## config.mk

```make
export PLATFORM = sky130hd
export DESIGN_NAME = glitch_cmd_encoder
export DESIGN_NICKNAME = d
export VERILOG_FILES = /design/src/rtl/glitch_cmd_pkg.sv /design/src/rtl/glitch_cmd_encoder_uart_tx.sv /design/src/rtl/glitch_cmd_encoder.sv
export SDC_FILE = /design/constraint.sdc
export NUM_CORES = 1
export LEC_CHECK = 0
export ABC_AREA = 1
export ABC_CLOCK_PERIOD_IN_PS = 2300
export CAP_MARGIN = 20
export CELL_PAD_IN_SITES_DETAIL_PLACEMENT = 1
export CELL_PAD_IN_SITES_GLOBAL_PLACEMENT = 2
export CORE_MARGIN = 3
export CORE_UTILIZATION = 31
export CTS_BUF_LIST = sky130_fd_sc_hd__clkbuf_4 sky130_fd_sc_hd__clkbuf_8
export DETAILED_ROUTE_END_ITERATION = 10
export HOLD_SLACK_MARGIN = 0.08
export PLACE_DENSITY = 0.77
export SYNTH_ARGS = -nofsm -noshare
export SYNTH_HDL_FRONTEND = slang
export SYNTH_SLANG_ARGS = --single-unit
```

## constraint.sdc

```tcl
create_clock -name clk -period 2.3 [get_ports clk]
set_clock_uncertainty 0.2 [all_clocks]
set_input_delay 0.69 -clock clk [delete_from_list [all_inputs] [get_ports clk]]
set_output_delay 0.69 -clock clk [all_outputs]
set_load 0.01 [all_outputs]
```

## src/rtl/glitch_cmd_pkg.sv

```systemverilog
// Shared definitions for the glitch command encoder and the command handler:
// command byte constants, FSM state encoding and byte-index helpers.
package glitch_cmd_pkg;

   // Command bytes understood by the glitcher command port
   localparam logic [7:0] CMD_DELAY   = 8'h64;
   localparam logic [7:0] CMD_WIDTH   = 8'h77;
   localparam logic [7:0] CMD_NUM     = 8'h6E;
   localparam logic [7:0] CMD_SPACING = 8'h73;
   localparam logic [7:0] CMD_FIRE    = 8'h74;

   // Byte stream layout: 11 slots, grouped per field plus the trigger
   localparam int NUM_BYTES  = 11;
   localparam int NUM_FIELDS = 4;
   localparam int NUM_GROUPS = 5;

   localparam logic [2:0] GRP_DELAY   = 3'd0;
   localparam logic [2:0] GRP_WIDTH   = 3'd1;
   localparam logic [2:0] GRP_NUM     = 3'd2;
   localparam logic [2:0] GRP_SPACING = 3'd3;
   localparam logic [2:0] GRP_FIRE    = 3'd4;

   typedef enum logic [2:0] {
      ST_IDLE      = 3'd0,
      ST_NEXT      = 3'd1,
      ST_SEND      = 3'd2,
      ST_WAIT_ACK  = 3'd3,
      ST_WAIT_DONE = 3'd4
   } enc_state_t;

   // Which group a byte slot belongs to
   function automatic logic [2:0] byte_group(input logic [3:0] idx);
      logic [2:0] grp;
      case (idx)
         4'd0, 4'd1, 4'd2: grp = GRP_DELAY;
         4'd3, 4'd4:       grp = GRP_WIDTH;
         4'd5, 4'd6:       grp = GRP_NUM;
         4'd7, 4'd8, 4'd9: grp = GRP_SPACING;
         default:          grp = GRP_FIRE;
      endcase
      return grp;
   endfunction

   // True for the final byte of a field group; completing it commits the shadow
   function automatic logic is_group_last(input logic [3:0] idx);
      return (idx == 4'd2) || (idx == 4'd4) || (idx == 4'd6) || (idx == 4'd9);
   endfunction

endpackage

```

## src/rtl/glitch_cmd_encoder_uart_tx.sv

```systemverilog
// 8N1 UART transmitter, LSB first. Busy rises the cycle after an enable is
// sampled while idle and falls at the end of the stop bit.
module uart_tx #(
   parameter int CLK_FREQ  = 50_000_000,
   parameter int BAUD_RATE = 115200
) (
   input  logic       clk,
   input  logic       rst,
   input  logic [7:0] tx_data_i,
   input  logic       tx_enable_i,
   output logic       tx_o,
   output logic       tx_busy_o
);

   localparam int CLKS_PER_BIT = CLK_FREQ / BAUD_RATE;
   localparam int CNT_W        = $clog2(CLKS_PER_BIT + 1);
   localparam logic [CNT_W-1:0] CNT_LAST = CNT_W'(CLKS_PER_BIT - 1);

   logic [CNT_W-1:0] baud_cnt_q, baud_cnt_d;
   logic [3:0]       bit_cnt_q, bit_cnt_d;
   logic [8:0]       shift_q, shift_d;
   logic             tx_q, tx_d;
   logic             busy_q, busy_d;

   // Frame sequencing: load on enable, advance one bit every CLKS_PER_BIT cycles
   always_comb begin
      baud_cnt_d = baud_cnt_q;
      bit_cnt_d  = bit_cnt_q;
      shift_d    = shift_q;
      tx_d       = tx_q;
      busy_d     = busy_q;
      if (!busy_q) begin
         if (tx_enable_i) begin
            // Start bit goes out immediately; shift holds data then stop bit
            shift_d    = {1'b1, tx_data_i};
            tx_d       = 1'b0;
            bit_cnt_d  = 4'd0;
            baud_cnt_d = '0;
            busy_d     = 1'b1;
         end
      end else if (baud_cnt_q == CNT_LAST) begin
         baud_cnt_d = '0;
         if (bit_cnt_q == 4'd9) begin
            busy_d = 1'b0;
            tx_d   = 1'b1;
         end else begin
            tx_d      = shift_q[0];
            shift_d   = {1'b1, shift_q[8:1]};
            bit_cnt_d = bit_cnt_q + 4'd1;
         end
      end else begin
         baud_cnt_d = baud_cnt_q + 1'b1;
      end
   end

   // Transmitter state registers
   always_ff @(posedge clk) begin
      if (rst) begin
         baud_cnt_q <= '0;
         bit_cnt_q  <= 4'd0;
         shift_q    <= '1;
         tx_q       <= 1'b1;
         busy_q     <= 1'b0;
      end else begin
         baud_cnt_q <= baud_cnt_d;
         bit_cnt_q  <= bit_cnt_d;
         shift_q    <= shift_d;
         tx_q       <= tx_d;
         busy_q     <= busy_d;
      end
   end

   assign tx_o      = tx_q;
   assign tx_busy_o = busy_q;

endmodule

```

## src/rtl/glitch_cmd_encoder.sv

```systemverilog
// Glitch command encoder: on start, emits the command bytes for every field
// that changed since it was last sent (plus an optional trigger) over UART.
module glitch_cmd_encoder
   import glitch_cmd_pkg::*;
#(
   parameter int CLK_FREQ  = 50_000_000,
   parameter int BAUD_RATE = 115200
) (
   input  logic        clk,
   input  logic        rst,
   input  logic [15:0] delay_i,
   input  logic [7:0]  width_i,
   input  logic [7:0]  num_pulses_i,
   input  logic [15:0] pulse_spacing_i,
   input  logic        fire_i,
   input  logic        start_i,
   output logic        uart_tx_o,
   output logic        busy_o,
   output logic        done_o
);

   enc_state_t state_q, state_d;
   logic [3:0]  idx_q, idx_d;
   logic        busy_q, busy_d;
   logic        done_q, done_d;

   // Values latched at start
   logic [15:0] delay_q, delay_d;
   logic [7:0]  width_q, width_d;
   logic [7:0]  num_q, num_d;
   logic [15:0] spacing_q, spacing_d;
   logic        fire_q, fire_d;

   // Shadows of what the glitcher last received
   logic [15:0] sh_delay_q, sh_delay_d;
   logic [7:0]  sh_width_q, sh_width_d;
   logic [7:0]  sh_num_q, sh_num_d;
   logic [15:0] sh_spacing_q, sh_spacing_d;
   logic [NUM_FIELDS-1:0] valid_q, valid_d;

   logic [NUM_FIELDS-1:0] dirty;
   logic [NUM_GROUPS-1:0] group_en;
   logic [NUM_BYTES-1:0]  byte_en;
   logic                  found;
   logic [3:0]            sel_idx;
   logic [7:0]            tx_data;
   logic                  tx_enable;
   logic                  tx_busy;

   assign dirty[GRP_DELAY]   = !valid_q[GRP_DELAY]   || (delay_q   != sh_delay_q);
   assign dirty[GRP_WIDTH]   = !valid_q[GRP_WIDTH]   || (width_q   != sh_width_q);
   assign dirty[GRP_NUM]     = !valid_q[GRP_NUM]     || (num_q     != sh_num_q);
   assign dirty[GRP_SPACING] = !valid_q[GRP_SPACING] || (spacing_q != sh_spacing_q);
   assign group_en = {fire_q, dirty};

   // Per-slot enable: a slot is sent when its group is selected
   for (genvar gi = 0; gi < NUM_BYTES; gi++) begin : g_byte_en
      assign byte_en[gi] = group_en[byte_group(4'(gi))];
   end

   // Lowest enabled slot at or after the current index
   always_comb begin
      found   = 1'b0;
      sel_idx = 4'd0;
      for (int i = NUM_BYTES - 1; i >= 0; i--) begin
         if (byte_en[i] && (4'(i) >= idx_q)) begin
            found   = 1'b1;
            sel_idx = 4'(i);
         end
      end
   end

   // Byte value for the current slot
   always_comb begin
      tx_data = CMD_FIRE;
      case (idx_q)
         4'd0:    tx_data = CMD_DELAY;
         4'd1:    tx_data = delay_q[15:8];
         4'd2:    tx_data = delay_q[7:0];
         4'd3:    tx_data = CMD_WIDTH;
         4'd4:    tx_data = width_q;
         4'd5:    tx_data = CMD_NUM;
         4'd6:    tx_data = num_q;
         4'd7:    tx_data = CMD_SPACING;
         4'd8:    tx_data = spacing_q[15:8];
         4'd9:    tx_data = spacing_q[7:0];
         default: tx_data = CMD_FIRE;
      endcase
   end

   // Sequencer next-state, latching and shadow commit
   always_comb begin
      state_d      = state_q;
      idx_d        = idx_q;
      busy_d       = busy_q;
      done_d       = 1'b0;
      delay_d      = delay_q;
      width_d      = width_q;
      num_d        = num_q;
      spacing_d    = spacing_q;
      fire_d       = fire_q;
      sh_delay_d   = sh_delay_q;
      sh_width_d   = sh_width_q;
      sh_num_d     = sh_num_q;
      sh_spacing_d = sh_spacing_q;
      valid_d      = valid_q;
      tx_enable    = 1'b0;

      case (state_q)
         ST_IDLE: begin
            if (start_i) begin
               delay_d   = delay_i;
               width_d   = width_i;
               num_d     = num_pulses_i;
               spacing_d = pulse_spacing_i;
               fire_d    = fire_i;
               idx_d     = 4'd0;
               busy_d    = 1'b1;
               state_d   = ST_NEXT;
            end
         end
         ST_NEXT: begin
            if (found) begin
               idx_d   = sel_idx;
               state_d = ST_SEND;
            end else begin
               idx_d   = 4'd0;
               busy_d  = 1'b0;
               done_d  = 1'b1;
               state_d = ST_IDLE;
            end
         end
         ST_SEND: begin
            // Single-cycle enable; the next state never re-asserts it
            tx_enable = 1'b1;
            state_d   = ST_WAIT_ACK;
         end
         ST_WAIT_ACK: begin
            if (tx_busy) begin
               // Transmitter has taken the byte: commit the group if complete
               if (is_group_last(idx_q)) begin
                  case (byte_group(idx_q))
                     GRP_DELAY: begin
                        sh_delay_d          = delay_q;
                        valid_d[GRP_DELAY]  = 1'b1;
                     end
                     GRP_WIDTH: begin
                        sh_width_d          = width_q;
                        valid_d[GRP_WIDTH]  = 1'b1;
                     end
                     GRP_NUM: begin
                        sh_num_d            = num_q;
                        valid_d[GRP_NUM]    = 1'b1;
                     end
                     GRP_SPACING: begin
                        sh_spacing_d         = spacing_q;
                        valid_d[GRP_SPACING] = 1'b1;
                     end
                     default: ;
                  endcase
               end
               state_d = ST_WAIT_DONE;
            end
         end
         ST_WAIT_DONE: begin
            if (!tx_busy) begin
               idx_d   = idx_q + 4'd1;
               state_d = ST_NEXT;
            end
         end
         default: begin
            idx_d   = 4'd0;
            busy_d  = 1'b0;
            state_d = ST_IDLE;
         end
      endcase
   end

   // Sequencer and shadow registers
   always_ff @(posedge clk) begin
      if (rst) begin
         state_q      <= ST_IDLE;
         idx_q        <= 4'd0;
         busy_q       <= 1'b0;
         done_q       <= 1'b0;
         delay_q      <= 16'd0;
         width_q      <= 8'd0;
         num_q        <= 8'd0;
         spacing_q    <= 16'd0;
         fire_q       <= 1'b0;
         sh_delay_q   <= 16'd0;
         sh_width_q   <= 8'd0;
         sh_num_q     <= 8'd0;
         sh_spacing_q <= 16'd0;
         valid_q      <= '0;
      end else begin
         state_q      <= state_d;
         idx_q        <= idx_d;
         busy_q       <= busy_d;
         done_q       <= done_d;
         delay_q      <= delay_d;
         width_q      <= width_d;
         num_q        <= num_d;
         spacing_q    <= spacing_d;
         fire_q       <= fire_d;
         sh_delay_q   <= sh_delay_d;
         sh_width_q   <= sh_width_d;
         sh_num_q     <= sh_num_d;
         sh_spacing_q <= sh_spacing_d;
         valid_q      <= valid_d;
      end
   end

   uart_tx #(
      .CLK_FREQ  (CLK_FREQ),
      .BAUD_RATE (BAUD_RATE)
   ) u_uart_tx (
      .clk         (clk),
      .rst         (rst),
      .tx_data_i   (tx_data),
      .tx_enable_i (tx_enable),
      .tx_o        (uart_tx_o),
      .tx_busy_o   (tx_busy)
   );

   assign busy_o = busy_q;
   assign done_o = done_q;

endmodule
```

**Word level (Yosys, flattened, before mapping)**

Memories as Yosys holds them, arrays and structs flattened. A register that Yosys moved wholly into a read port is not among the register bits.
Index checks and enable logic that the tools add are counted.

- Bitwise operators: 3
- Reductions and logical operators: 39
- Eq/ne operators: 28
- $lt $le $gt $ge: 11
- Multiplexer cells: 61
- Add/subtract/negate cells: 3

Operator list:

| kind | number |
|---|---|
| $mux 4 | 20 |
| $pmux 8 s10 | 1 |
| $mux 9 | 7 |
| $ne 16x16->1 | 2 |
| $mux 1 | 23 |
| $mux 3 | 6 |
| $eq 4x3->1 const B | 4 |
| $ge 3x4->1 const A | 4 |
| $ne 8x8->1 | 2 |
| $pmux 4 s4 | 1 |
| $reduce_and 4->1 | 4 |
| $pmux 3 s5 | 1 |
| $eq 3x2->1 const B | 4 |
| $eq 4x4->1 const B | 3 |
| $ge 4x4->1 const A | 3 |
| $reduce_and 3->1 | 4 |
| $logic_and 1x1->1 | 11 |
| $ne 2x2->1 const B | 5 |
| $add 9x1->9 const B | 1 |
| $eq 9x9->1 const B | 1 |
| $add 4x1->4 const B | 2 |
| $eq 4x2->1 const B | 2 |
| $ge 1x4->1 const A | 2 |
| $ge 2x4->1 const A | 2 |
| other kinds (15) | 30 |

- Logic and storage cells: 168
- Input bits: 52
- Bits in read-only memories: 48
- Memories kept: 1
- Output and inout port bits: 3
- Register bits after elaboration: 134

Memories:

| memory | depth | bits a word | rd ports | clocked after memory_dff | write ports | line | source |
|---|---|---|---|---|---|---|---|
| (name not given) | 16 | 3 | 1 | 1 | 0 | glitch_cmd_pkg.sv:34 | `case (idx)` |

**Logic depth before layout (Yosys ltp)**

- Depth in word-level cells: 17
- Depth in mapped cells: 22
- Gate-level depth less buffers: 22

**Cells and area by module**

From an unflattened synthesis, not the netlist that was laid out.

- Cells, all modules: 986
- Area total of the unflattened synthesis: 6,870.3 µm²

Modules (own cells, without submodules):

| module | area an instance (µm²) | instances | sequential area each (µm²) | cells an instance |
|---|---|---|---|---|
| glitch_cmd_encoder | 5,599.1 | 1 | 2,262.2 | 798 |
| uart_tx | 1,271.2 | 1 | 460.4 | 188 |

**Least setup slack after synthesis**

OpenSTA, ideal clock, no wires.

- Path type: flip-flop to flip-flop
- Start: register idx_q[1]
- End: register (tool-made name)
- Setup time: 0.115 ns
- Required time: 1.985 ns
- Arrival: 1.996 ns
- Setup slack: -0.011 ns
- Path buffers: 0
- Cell stages (with the launch flop): 19
- Clock period less this slack: 2.311 ns
- Cells stage by stage: dfxtp_1 -> inv_2 -> ha_1 -> inv_1 -> nor2_2 -> inv_1 -> nand2_1 -> nand2_1 -> nand2_1 -> nand2_1 -> nand2_1 -> nand2_1 -> nand3_1 -> nand3_1 -> nand3_1 -> ha_1 -> nand3_1 -> nand3_1 -> nand2_1

RTL lines:

| what | line | source |
|---|---|---|
| start, declared | glitch_cmd_encoder.sv:23 | `logic [3:0] idx_q, idx_d;` |
| start signal, assigned | glitch_cmd_encoder.sv:198 | `idx_q <= idx_d;` |

==> impl_metrics.env <==
export IMPL_cap_violations=0
export IMPL_layout_filler_cells=2581
export IMPL_design_die_area_um2=23500
export IMPL_cts_hold_buffers_added=0
export IMPL_insertedDiodeCount=0
export IMPL_run_status="complete, but fails checks"
export IMPL_post_place_ws_ns=-0.480
export IMPL_ys_async_sr_fraction_pct=0
export IMPL_timing_critical_path_arrival_ns=2.58
export IMPL_dp_cells=1426
export IMPL_synth_top_cells_by_count="sky130_fd_sc_hd__nand2_1, sky130_fd_sc_hd__inv_1, sky130_fd_sc_hd__dfxtp_1"
export IMPL_antenna_violations_before_repair=0
export IMPL_grt_first_pass_wirelength_mm=37.1
export IMPL_grt_overflow=0
export IMPL_layout_setup_ws_ns=-0.126
export IMPL_area_taken_by_multi_input_logic_gates_um2=3840
export IMPL_track_usage_pct=19.5
export IMPL_hpwl_mm=16.5
export IMPL_tritoncts="built"
export IMPL_io_buffer_count=54
export IMPL_finalSetupViolations=18
export IMPL_grt_max_degree=46
export IMPL_synth_warning_count=0
export IMPL_hold_viol_final=0
export IMPL_final_seq_area_um2=2780
export IMPL_area_growth_syn_to_layout_pct=51.8
export IMPL_total_number_of_h_tree_levels=4
export IMPL_post_route_cells_drive_above_1_share_pct=36.8
export IMPL_yosys_area_top_type_share_pct=40.5
export IMPL_cell_area_after_layout_um2=10200
export IMPL_worstHoldPathType="flip-flop to flip-flop"
export IMPL_synth_edf_count=0
export IMPL_core_area_um2=21200
export IMPL_critPathCaptureType="flip-flop"
export IMPL_critical_path_peak_fanout=4
export IMPL_totalNegativeSetupSlack_ns=-0.562
export IMPL_count_of_clock_tree_sinks=136
export IMPL_postSynthRegisterBits=136
export IMPL_r2r_start="spacing_q[11]"
export IMPL_vias_per_cell=4.79
export IMPL_timing_final_max_slew_violations=0
export IMPL_cts_root_buf="sky130_fd_sc_hd__clkbuf_8"
export IMPL_worstPathRequired_ns=2.45
export IMPL_wire_per_inst_um=15.8
export IMPL_worst_pin_slew_ns=0.440
export IMPL_period_needed_ns=2.43
export IMPL_place_area_um2=8800
export IMPL_via_count_of_the_routed_design=7094
export IMPL_layout_net_count=1254
export IMPL_detailedRoute_firstPassIterationCount=4
export IMPL_drt_iter0_drc=301
export IMPL_first_global_vias=7320
export IMPL_total_power_w=0.00837
export IMPL_yosysSeqAreaShare_pct=40.5
export IMPL_rsz0062_at_grt="yes"
export IMPL_timing_fmax_mhz=412
export IMPL_cts_buffers_inserted=17
export IMPL_synthMostInstantiatedCell="sky130_fd_sc_hd__nand2_1"
export IMPL_violated_checks="negative setup slack"
export IMPL_finish_cell_count_without_fillers=1481
export IMPL_yosysUniqueCellTypes=47
export IMPL_clk_path_buf_depth=2
export IMPL_mappedNetlistArea_um2=6720
export IMPL_dieWidth_um=153
export IMPL_final_critical_path_share_of_the_clock_period_pct=105
export IMPL_postSynthCellCount=965
export IMPL_drt_drc_violations_left=0
export IMPL_post_syn_nets=1026
export IMPL_synthTopCellsByArea="sky130_fd_sc_hd__dfxtp_1, sky130_fd_sc_hd__nand2_1, sky130_fd_sc_hd__inv_1, sky130_fd_sc_hd__a21oi_1, sky130_fd_sc_hd__o21ai_0"
export IMPL_initial_core_util_pct=31.7
export IMPL_yosys_area_top_type="sky130_fd_sc_hd__dfxtp_1"
export IMPL_cts_reportedPaths_clkPinSlew_ns=0.08
export IMPL_fp_dieH_um=153
export IMPL_timing_hold_worst_start="sh_width_q[4]"
export IMPL_synthesized_area_per_cell_um2=6.96
export IMPL_io_count=55
export IMPL_antenna_left=0
export IMPL_globalplace_congestion=0.864
export IMPL_ys_dominant_reg_cell="sky130_fd_sc_hd__dfxtp_1"
export IMPL_crit_type="flip-flop to flip-flop"
export IMPL_startpoint_type="flip-flop"
export IMPL_rows=53
export IMPL_ir_worst_vdd_mv=0.349
export IMPL_cp_startpoint="spacing_q[11]"
export IMPL_clock_latency_ns=0.46
export IMPL_cellPowerDensity_nw_per_um2=822
export IMPL_total_leakage_power_nw=4.12
export IMPL_detail_route_wirelength_mm=23.4
export IMPL_max_slew_margin_rel_pct=70.4
path summary, 6_finish.rpt:
kind,end,slack [ns],depth (start not counted)
max reg2reg,flip-flop,-0.13,22
min reg2reg,sh_width_q[4],0.26,2
max,flip-flop,-0.13,22
min,sh_width_q[4],0.26,2
repair_timing:
action | CTS | global route
gates resized for setup | 68 | 173
gates cloned | 3 | 2
hold endpoints to repair | 0 | 0
endpoints found under the setup margin | 56 | 64
pin swaps | 30 | 60
buffers inserted | 9 | 10
cell usage in the layout, fill, tap and decap left out, drive strengths merged, types with 2 or more instances in the layout:
master,n
or2,3
inv,166
dlymetal6s2s,2
clkinvlp,5
nand3,38
a21oi,125
bufinv,2
o211ai,2
a211oi,5
nand4,8
o2111ai,5
clkdlybuf4s50,52
a221oi,5
nor3b,2
clkbuf,20
nor3,6
clkinv,5
a2111oi,2
buf,190
o22ai,11
xnor2,3
o21ai,129
nor4,3
nor2,61
nand2,196
dfxtp,136
ha,9
xor2,4
o221ai,4
power by group:
part	switching (W)	internal, W	total, W
clock network	0.00104	0.00101	0.00206
registers	0.000273	0.00268	0.00296
logic	0.00185	0.00151	0.00336
stage by stage:
step	hold WS, ns	utilization (%)
floorplan	0.227	-
finish	0.259	48.2
CTS	0.263	45.2
detailed placement	0.250	41.6
global placement	0.237	41.6
global route	0.277	48.2
layer usage:
| layer | track usage (%) | wire length, µm |
|---|---|---|
| met1 | 25.6 | 10900 |
| met2 | 33.3 | 11600 |
| met3 | 3.40 | 688 |
| met4 | 5.01 | 276 |
| met5 | 0 | 0 |
flip-flops by register name, summed over array words and instances, names as in the netlist, 3 cells and up, named ones only:
signal and cells:
sh_num_q 8, delay_q 16, sh_width_q 8, sh_delay_q 16
valid_q 4, u_uart_tx.bit_cnt_q 4, num_q 8, state_q 3
u_uart_tx.baud_cnt_q 9, idx_q 4, u_uart_tx.shift_q 8, spacing_q 16
sh_spacing_q 16, width_q 8
worst max-delay path, stage by stage (launching register included):
cell,delay (ns)
sky130_fd_sc_hd__dfxtp_2,0.38
sky130_fd_sc_hd__inv_1,0.08
sky130_fd_sc_hd__nand2_1,0.08
sky130_fd_sc_hd__o21ai_1,0.08
sky130_fd_sc_hd__nor2_2,0.10
sky130_fd_sc_hd__nand2_1,0.08
sky130_fd_sc_hd__nor2_2,0.13
sky130_fd_sc_hd__nand3_4,0.12
sky130_fd_sc_hd__nand2_2,0.10
sky130_fd_sc_hd__o21ai_2,0.06
sky130_fd_sc_hd__nand2_1,0.06
sky130_fd_sc_hd__nand2_1,0.05
sky130_fd_sc_hd__nand2_1,0.08
sky130_fd_sc_hd__nand2_1,0.07
sky130_fd_sc_hd__nand3_2,0.07
sky130_fd_sc_hd__nand3_2,0.09
sky130_fd_sc_hd__nand3_4,0.10
sky130_fd_sc_hd__inv_4,0.04
sky130_fd_sc_hd__ha_4,0.15
sky130_fd_sc_hd__inv_2,0.04
sky130_fd_sc_hd__nand2_2,0.05
sky130_fd_sc_hd__nand3_2,0.07
sky130_fd_sc_hd__nand2_1,0.05
logic make-up (layout without fill, tap and decap cells):
kind of cell,after synthesis,in the layout,share of synthesized area (%)
and+or+nand+nor,319,319,20.5
xor gates and xnor gates,7,7,0.913
buffers and inverters,201,442,11.9
AOI/OAI and AO/OA,293,293,24.5
adders and majority gates,9,9,1.68
DFF,136,136,40.5
cell type report:
type,count,share of cell area [%]
Inverter,164,6.22
Multi-Input combinational cell,628,37.7
Clock buffer,19,2.50
Clock inverter,13,1.42
Timing Repair inverter,1,0.0491
Tap cell,275,3.38
Timing Repair Buffer,245,21.5
Sequential cell,136,27.2
(Power assumes the default switching activity.)
